--- src/rtl/fetch_ctrl.sv ---
// fetch_ctrl
//   Fetch-stage sequencer. Owns the PC, keeps at most one request in flight to
//   a variable-latency instruction memory, and hands fetched instructions to
//   decode over a valid/ready handshake. Redirects from execute have priority
//   over every other event and squash any response still in flight.
//
// Ports
//   clk, rst                  clock, synchronous active-high reset
//   imem_req / imem_addr      request strobe and address (address = current PC)
//   imem_rvalid / imem_rdata  memory response
//   if_valid / if_ready       handshake to decode
//   if_instr / if_pc          instruction presented to decode and its PC
//   redirect / redirect_target  taken branch/jump and its destination
//   fetch_fault               sticky misaligned-target trap
//
// Build option
//   FETCH_MISALIGN_CHK_EN: when defined, a redirect to a target whose two low
//   bits are non-zero raises fetch_fault and parks the sequencer in HALT until
//   reset (after first absorbing any response still in flight). When
//   undefined, fetch_fault is tied low and targets are used as given.
module fetch_ctrl #(
  parameter int                       ADDRESS_WIDTH = 32,
  parameter int                       DATA_WIDTH    = 32,
  parameter logic [ADDRESS_WIDTH-1:0] RESET_PC      = '0
) (
  input  logic                     clk,
  input  logic                     rst,
  output logic                     imem_req,
  output logic [ADDRESS_WIDTH-1:0] imem_addr,
  input  logic                     imem_rvalid,
  input  logic [DATA_WIDTH-1:0]    imem_rdata,
  output logic                     if_valid,
  input  logic                     if_ready,
  output logic [DATA_WIDTH-1:0]    if_instr,
  output logic [ADDRESS_WIDTH-1:0] if_pc,
  input  logic                     redirect,
  input  logic [ADDRESS_WIDTH-1:0] redirect_target,
  output logic                     fetch_fault
);

  typedef enum logic [2:0] {
    ST_ISSUE,
    ST_WAIT,
    ST_HOLD,
    ST_DROP,
    ST_HALT
  } state_t;

  state_t                   state_reg;
  logic [ADDRESS_WIDTH-1:0] pc_reg;
  logic                     if_valid_reg;
  logic [DATA_WIDTH-1:0]    if_instr_reg;
  logic [ADDRESS_WIDTH-1:0] if_pc_reg;

  // A request is in flight in WAIT and DROP. A redirect that lands while the
  // response has not yet arrived must go through DROP to swallow it.
  logic resp_pending;
  logic squash_to_drop;
  logic redirect_ok;

  assign resp_pending   = (state_reg == ST_WAIT) || (state_reg == ST_DROP);
  assign squash_to_drop = resp_pending && !imem_rvalid;

`ifdef FETCH_MISALIGN_CHK_EN
  logic fault_reg;
  logic halt_pending_reg;
  logic misaligned;

  assign misaligned  = redirect_target[1:0] != 2'b00;
  // Once a fault has been taken, further redirects are ignored, including
  // while the in-flight response is still being absorbed.
  assign redirect_ok = redirect && (state_reg != ST_HALT) && !halt_pending_reg;
  assign fetch_fault = fault_reg;
`else
  assign redirect_ok = redirect;
  assign fetch_fault = 1'b0;
`endif

  // Requests are issued from ISSUE, or straight out of HOLD in the same cycle
  // decode takes the held instruction. Any redirect suppresses the request.
  assign imem_req  = !rst && !redirect &&
                     ((state_reg == ST_ISSUE) ||
                      ((state_reg == ST_HOLD) && if_ready));
  assign imem_addr = pc_reg;

  assign if_valid = if_valid_reg;
  assign if_instr = if_instr_reg;
  assign if_pc    = if_pc_reg;

  always_ff @(posedge clk) begin
    if (rst) begin
      state_reg        <= ST_ISSUE;
      pc_reg           <= RESET_PC;
      if_valid_reg     <= 1'b0;
      if_instr_reg     <= '0;
      if_pc_reg        <= '0;
`ifdef FETCH_MISALIGN_CHK_EN
      fault_reg        <= 1'b0;
      halt_pending_reg <= 1'b0;
`endif
    end else if (redirect_ok) begin
      pc_reg       <= redirect_target;
      if_valid_reg <= 1'b0;
      // If the response arrives in the redirect cycle itself it is simply
      // dropped here, so no DROP detour is needed (this also applies in DROP,
      // which would otherwise wait for a response that has already gone by).
`ifdef FETCH_MISALIGN_CHK_EN
      if (misaligned) begin
        fault_reg <= 1'b1;
        if (squash_to_drop) begin
          state_reg        <= ST_DROP;
          halt_pending_reg <= 1'b1;
        end else begin
          state_reg <= ST_HALT;
        end
      end else begin
        state_reg <= squash_to_drop ? ST_DROP : ST_ISSUE;
      end
`else
      state_reg <= squash_to_drop ? ST_DROP : ST_ISSUE;
`endif
    end else begin
      case (state_reg)
        ST_ISSUE: begin
          state_reg <= ST_WAIT;
        end
        ST_WAIT: begin
          if (imem_rvalid) begin
            if_instr_reg <= imem_rdata;
            if_pc_reg    <= pc_reg;
            pc_reg       <= pc_reg + ADDRESS_WIDTH'(4);
            if_valid_reg <= 1'b1;
            state_reg    <= ST_HOLD;
          end
        end
        ST_HOLD: begin
          if (if_ready) begin
            if_valid_reg <= 1'b0;
            state_reg    <= ST_WAIT;
          end
        end
        ST_DROP: begin
          if (imem_rvalid) begin
`ifdef FETCH_MISALIGN_CHK_EN
            state_reg        <= halt_pending_reg ? ST_HALT : ST_ISSUE;
            halt_pending_reg <= 1'b0;
`else
            state_reg <= ST_ISSUE;
`endif
          end
        end
        ST_HALT: begin
          if_valid_reg <= 1'b0;
        end
        default: begin
          state_reg <= ST_ISSUE;
        end
      endcase
    end
  end

endmodule
--- config.mk ---
export PLATFORM = sky130hd
export DESIGN_NAME = fetch_ctrl
export DESIGN_NICKNAME = d
export VERILOG_FILES = /design/src/rtl/fetch_ctrl.sv
export SDC_FILE = /design/constraint.sdc
export NUM_CORES = 1
export LEC_CHECK = 0
export ABC_CLOCK_PERIOD_IN_PS = 2700
export CAP_MARGIN = 40
export CORE_ASPECT_RATIO = 0.5
export CORE_MARGIN = 2
export CORE_UTILIZATION = 31
export CTS_CLUSTER_DIAMETER = 100
export CTS_CLUSTER_SIZE = 10
export DETAILED_ROUTE_END_ITERATION = 8
export PLACE_DENSITY = 0.68
export SETUP_SLACK_MARGIN = 0.15
export SKIP_CTS_REPAIR_TIMING = 1
export SLEW_MARGIN = 20
export SYNTH_ARGS = -nofsm -noshare
export SYNTH_HDL_FRONTEND = slang
export SYNTH_SLANG_ARGS = --single-unit
export TNS_END_PERCENT = 10
--- constraint.sdc ---
create_clock -name clk -period 2.7 [get_ports clk]
set_input_delay 0.27 -clock clk [delete_from_list [all_inputs] [get_ports clk]]
set_output_delay 0.27 -clock clk [all_outputs]
set_load 0.01 [all_outputs]
==> results.toml <==
[outcome]
status = "completed"

[floorplanning]
core_area_mm2 = 0.01344
start_util_pct = 31.56
placementRows = 30
pin_count = 168
die_y_um = 86.71
dieArea_mm2 = 0.01469
die_w_um = 169.4

[yosys]
ys_seq_elements = 99
synth_edf_count = 0
yosysWarnings = 0
synth-main-ff-cell = "dfxtp_1"
ys_seq_area_share_pct = 46.73
synthArstFlopShare_pct = 0
ys_top_cells_by_area = "dfxtp_1, nand2_1, a21oi_1, nor2_1, clkbuf_1"
yosysTopAreaCell = "dfxtp_1"
syn-cell-area_mm2 = 0.004242
yosys-top-cells-count = "nand2_1, dfxtp_1, a21oi_1"
syn_nets = 606
synth_cells = 536
yosys.area.top_type_share_pct = 46.73
avgSynthCellArea_um2 = 7.913
post-synth-top-count-cell = "nand2_1"
ys_types = 45

[power]
p_clk_share_pct = 40.9
p_int_mw = 2.572
power_switching_mw = 0.8414
vdd_ir_drop_max_mv = 0.3257
p_total_mw = 3.414
power_frac_seq_pct = 46.5
p_per_area_mw_per_mm2 = 530.5
netSwitchingFraction_pct = 24.65
cellLeakagePower_nw = 2.162
combPwrFrac_pct = 12.6

[critical_path]
crit_chain = "clkdlybuf4s50_1 > nand3b_4 > or4_1 > or4_1 > a311oi_1"
r2r-start = "imem_addr[2]"
crit_path_end_kind = "flop"
reg2reg_to = "imem_addr[16]"
rrSetupSlack_ns = 0.45
worst_r2r_path_depth = 5
crit_fanout = 7
slowest_delay_ns = 0.67
cp.arrival_ns = 2.53
crit_required_ns = 2.94
start_kind = "input port"
slowest_stage = "clkdlybuf4s50_1"
crit_type = "input port to flop"
crit_top_cell = "or4_1"

[global_route]
groute.usage.overall_pct = 17.09
grt_pass1_wl_um = 20180
antenna_found_initial = 0
grt_max_degree = 65
grt-ovfl-total = 0
grt_pass1_vias = 3912

[placement]
port_buffers = 166
gp_congestion = 0.8326
dp_hpwl_um = 8960

[sta]
finalSetupViolations = 0
fin_worst_skew_ns = 0.01067
worst_pin_slew_ns = 0.6982
tns_ns = 0
rsz0062_at_grt = "no"
final_max_slew_viol_count = 0
fin_crit_sh_pct = 84.84
fin_crit_ns = 2.291
fmax_mhz = 436.5
slew_headroom_pct = 53.45
hold_viol_final = 0

[final_layout]
nets = 759
area_growth_pct = 51.71
fillerInstances = 1303
fin_util_pct = 47.89
insertedDiodeCount = 0
drive_above_1_share_pct = 6.484

[clock_network]
htreeDepth = 3
clockBufferDepth = 2
clk-insertion-delay-late_ns = 0.34
cts_tree = "done"
clock-sinks = 99
path_clk_slew_ns = 0.08
root_buffer = "clkbuf_16"
cts_buffers = 9

[route]
ant_nets = 0
post_drt_wl_per_cell_um = 14.93
drtIter0Drc = 275
viasPerCell = 4.967
wl_um = 12990
drt-pass1-iter-count = 4
drc = 0
vias = 4321

[worst_hold_path]
min_path_type = "input port to flop"
hold_path_depth = 3
worstHoldStart = "rst"
min_to = "if_valid"

[run]
maxCapViolCount = 0
[power groups by stage]
stage,Clock [mW],Combinational (mW),Sequential [mW]
6_report,1.40,0.430,1.59
3_5_place_dp,0,0.430,1.62
3_3_place_gp,0,0.427,1.62
2_1_floorplan,0,0.153,1.62
4_1_cts,1.44,0.433,1.59
5_1_grt,1.48,0.465,1.59
[per-layer routing]
layer / routed length [um] / GRT usage, % / part of all wire, %
met3: 643 / 4.384 / 5.0
met1: 6137 / 22.46 / 47
met2: 6093 / 28.13 / 47
met4: 112 / 4.740 / 0.86
met5: 0 / 0 / 0
[through the flow]
stage               cells  setup WS, ns  instance area [um2]  hold slack (ns)
finish                870        0.4093                 6435           0.2932
global placement      854        0.2299                 6108           0.4412
floorplan             536        0.6346                 4242           0.4028
detailed placement    854        0.1175                 6108           0.4466
global route          870        0.2853                 6435           0.2884
CTS                   870        0.3524                 6434           0.2749
[placed cells by master, fill, tap and decap left out, types with 4 or more instances in the layout]
cell type / synthesis / final
nor4_1: 7 / 6
o31ai_1: 6 / 6
clkbuf_16: 0 / 9
nor2b_1: 4 / 4
nand3_1: 9 / 9
or3_1: 4 / 4
xnor2_1: 5 / 5
a21oi_1: 68 / 68
dfxtp_1: 99 / 98
nand4_1: 11 / 11
a311oi_1: 9 / 9
buf_4: 1 / 15
a211oi_1: 16 / 16
nand2_1: 142 / 141
a2111oi_0: 9 / 9
nor2_1: 34 / 33
nor3_1: 7 / 7
xor2_1: 5 / 5
and4_1: 11 / 11
or4_1: 5 / 5
inv_1: 15 / 15
clkdlybuf4s50_1: 0 / 165
[how the worst max path moves through the flow]
stage | from | to | slack, ns
floorplan | imem_addr[2] | imem_addr[16] | 0.63
global placement | imem_rvalid | imem_addr[16] | 0.23
detailed placement | imem_rvalid | imem_addr[16] | 0.12
CTS | imem_addr[2] | imem_addr[16] | 0.35
global route | imem_addr[2] | imem_addr[16] | 0.29
finish | imem_rvalid | imem_addr[16] | 0.41
[worst max-delay path: cells and delay by family]
| kind | cells | cell delay, ns |
|---|---|---|
| AOI/OAI and AO/OA | 1 | 0.32 |
| buffers and inverters | 1 | 0.67 |
| and+or+nand+nor | 3 | 1.27 |
[kinds of logic after synthesis]
| family | after synthesis | synth area share (%) |
|---|---|---|
| and+or+nand+nor | 253 | 28.47 |
| AOI/OAI and AO/OA | 116 | 16.93 |
| DFF | 99 | 46.73 |
| buffers and inverters | 54 | 4.956 |
| xor gates and xnor gates | 10 | 2.065 |
| muxes | 2 | 0.4720 |
| adders and majority gates | 1 | 0.2949 |
| other | 1 | 0.08841 |
[layout make-up]
| cell class | instances | area [um2] | share of cell area (%) |
|---|---|---|---|
| Multi-Input combinational cell | 383 | 2066 | 32.10 |
| Sequential cell | 99 | 1983 | 30.82 |
| Timing Repair Buffer | 181 | 1784 | 27.73 |
| Clock buffer | 9 | 225.2 | 3.500 |
| Tap cell | 176 | 220.2 | 3.422 |
| Clock inverter | 7 | 100.1 | 1.556 |
| Inverter | 15 | 56.30 | 0.8750 |
(Power assumes the default switching activity.)
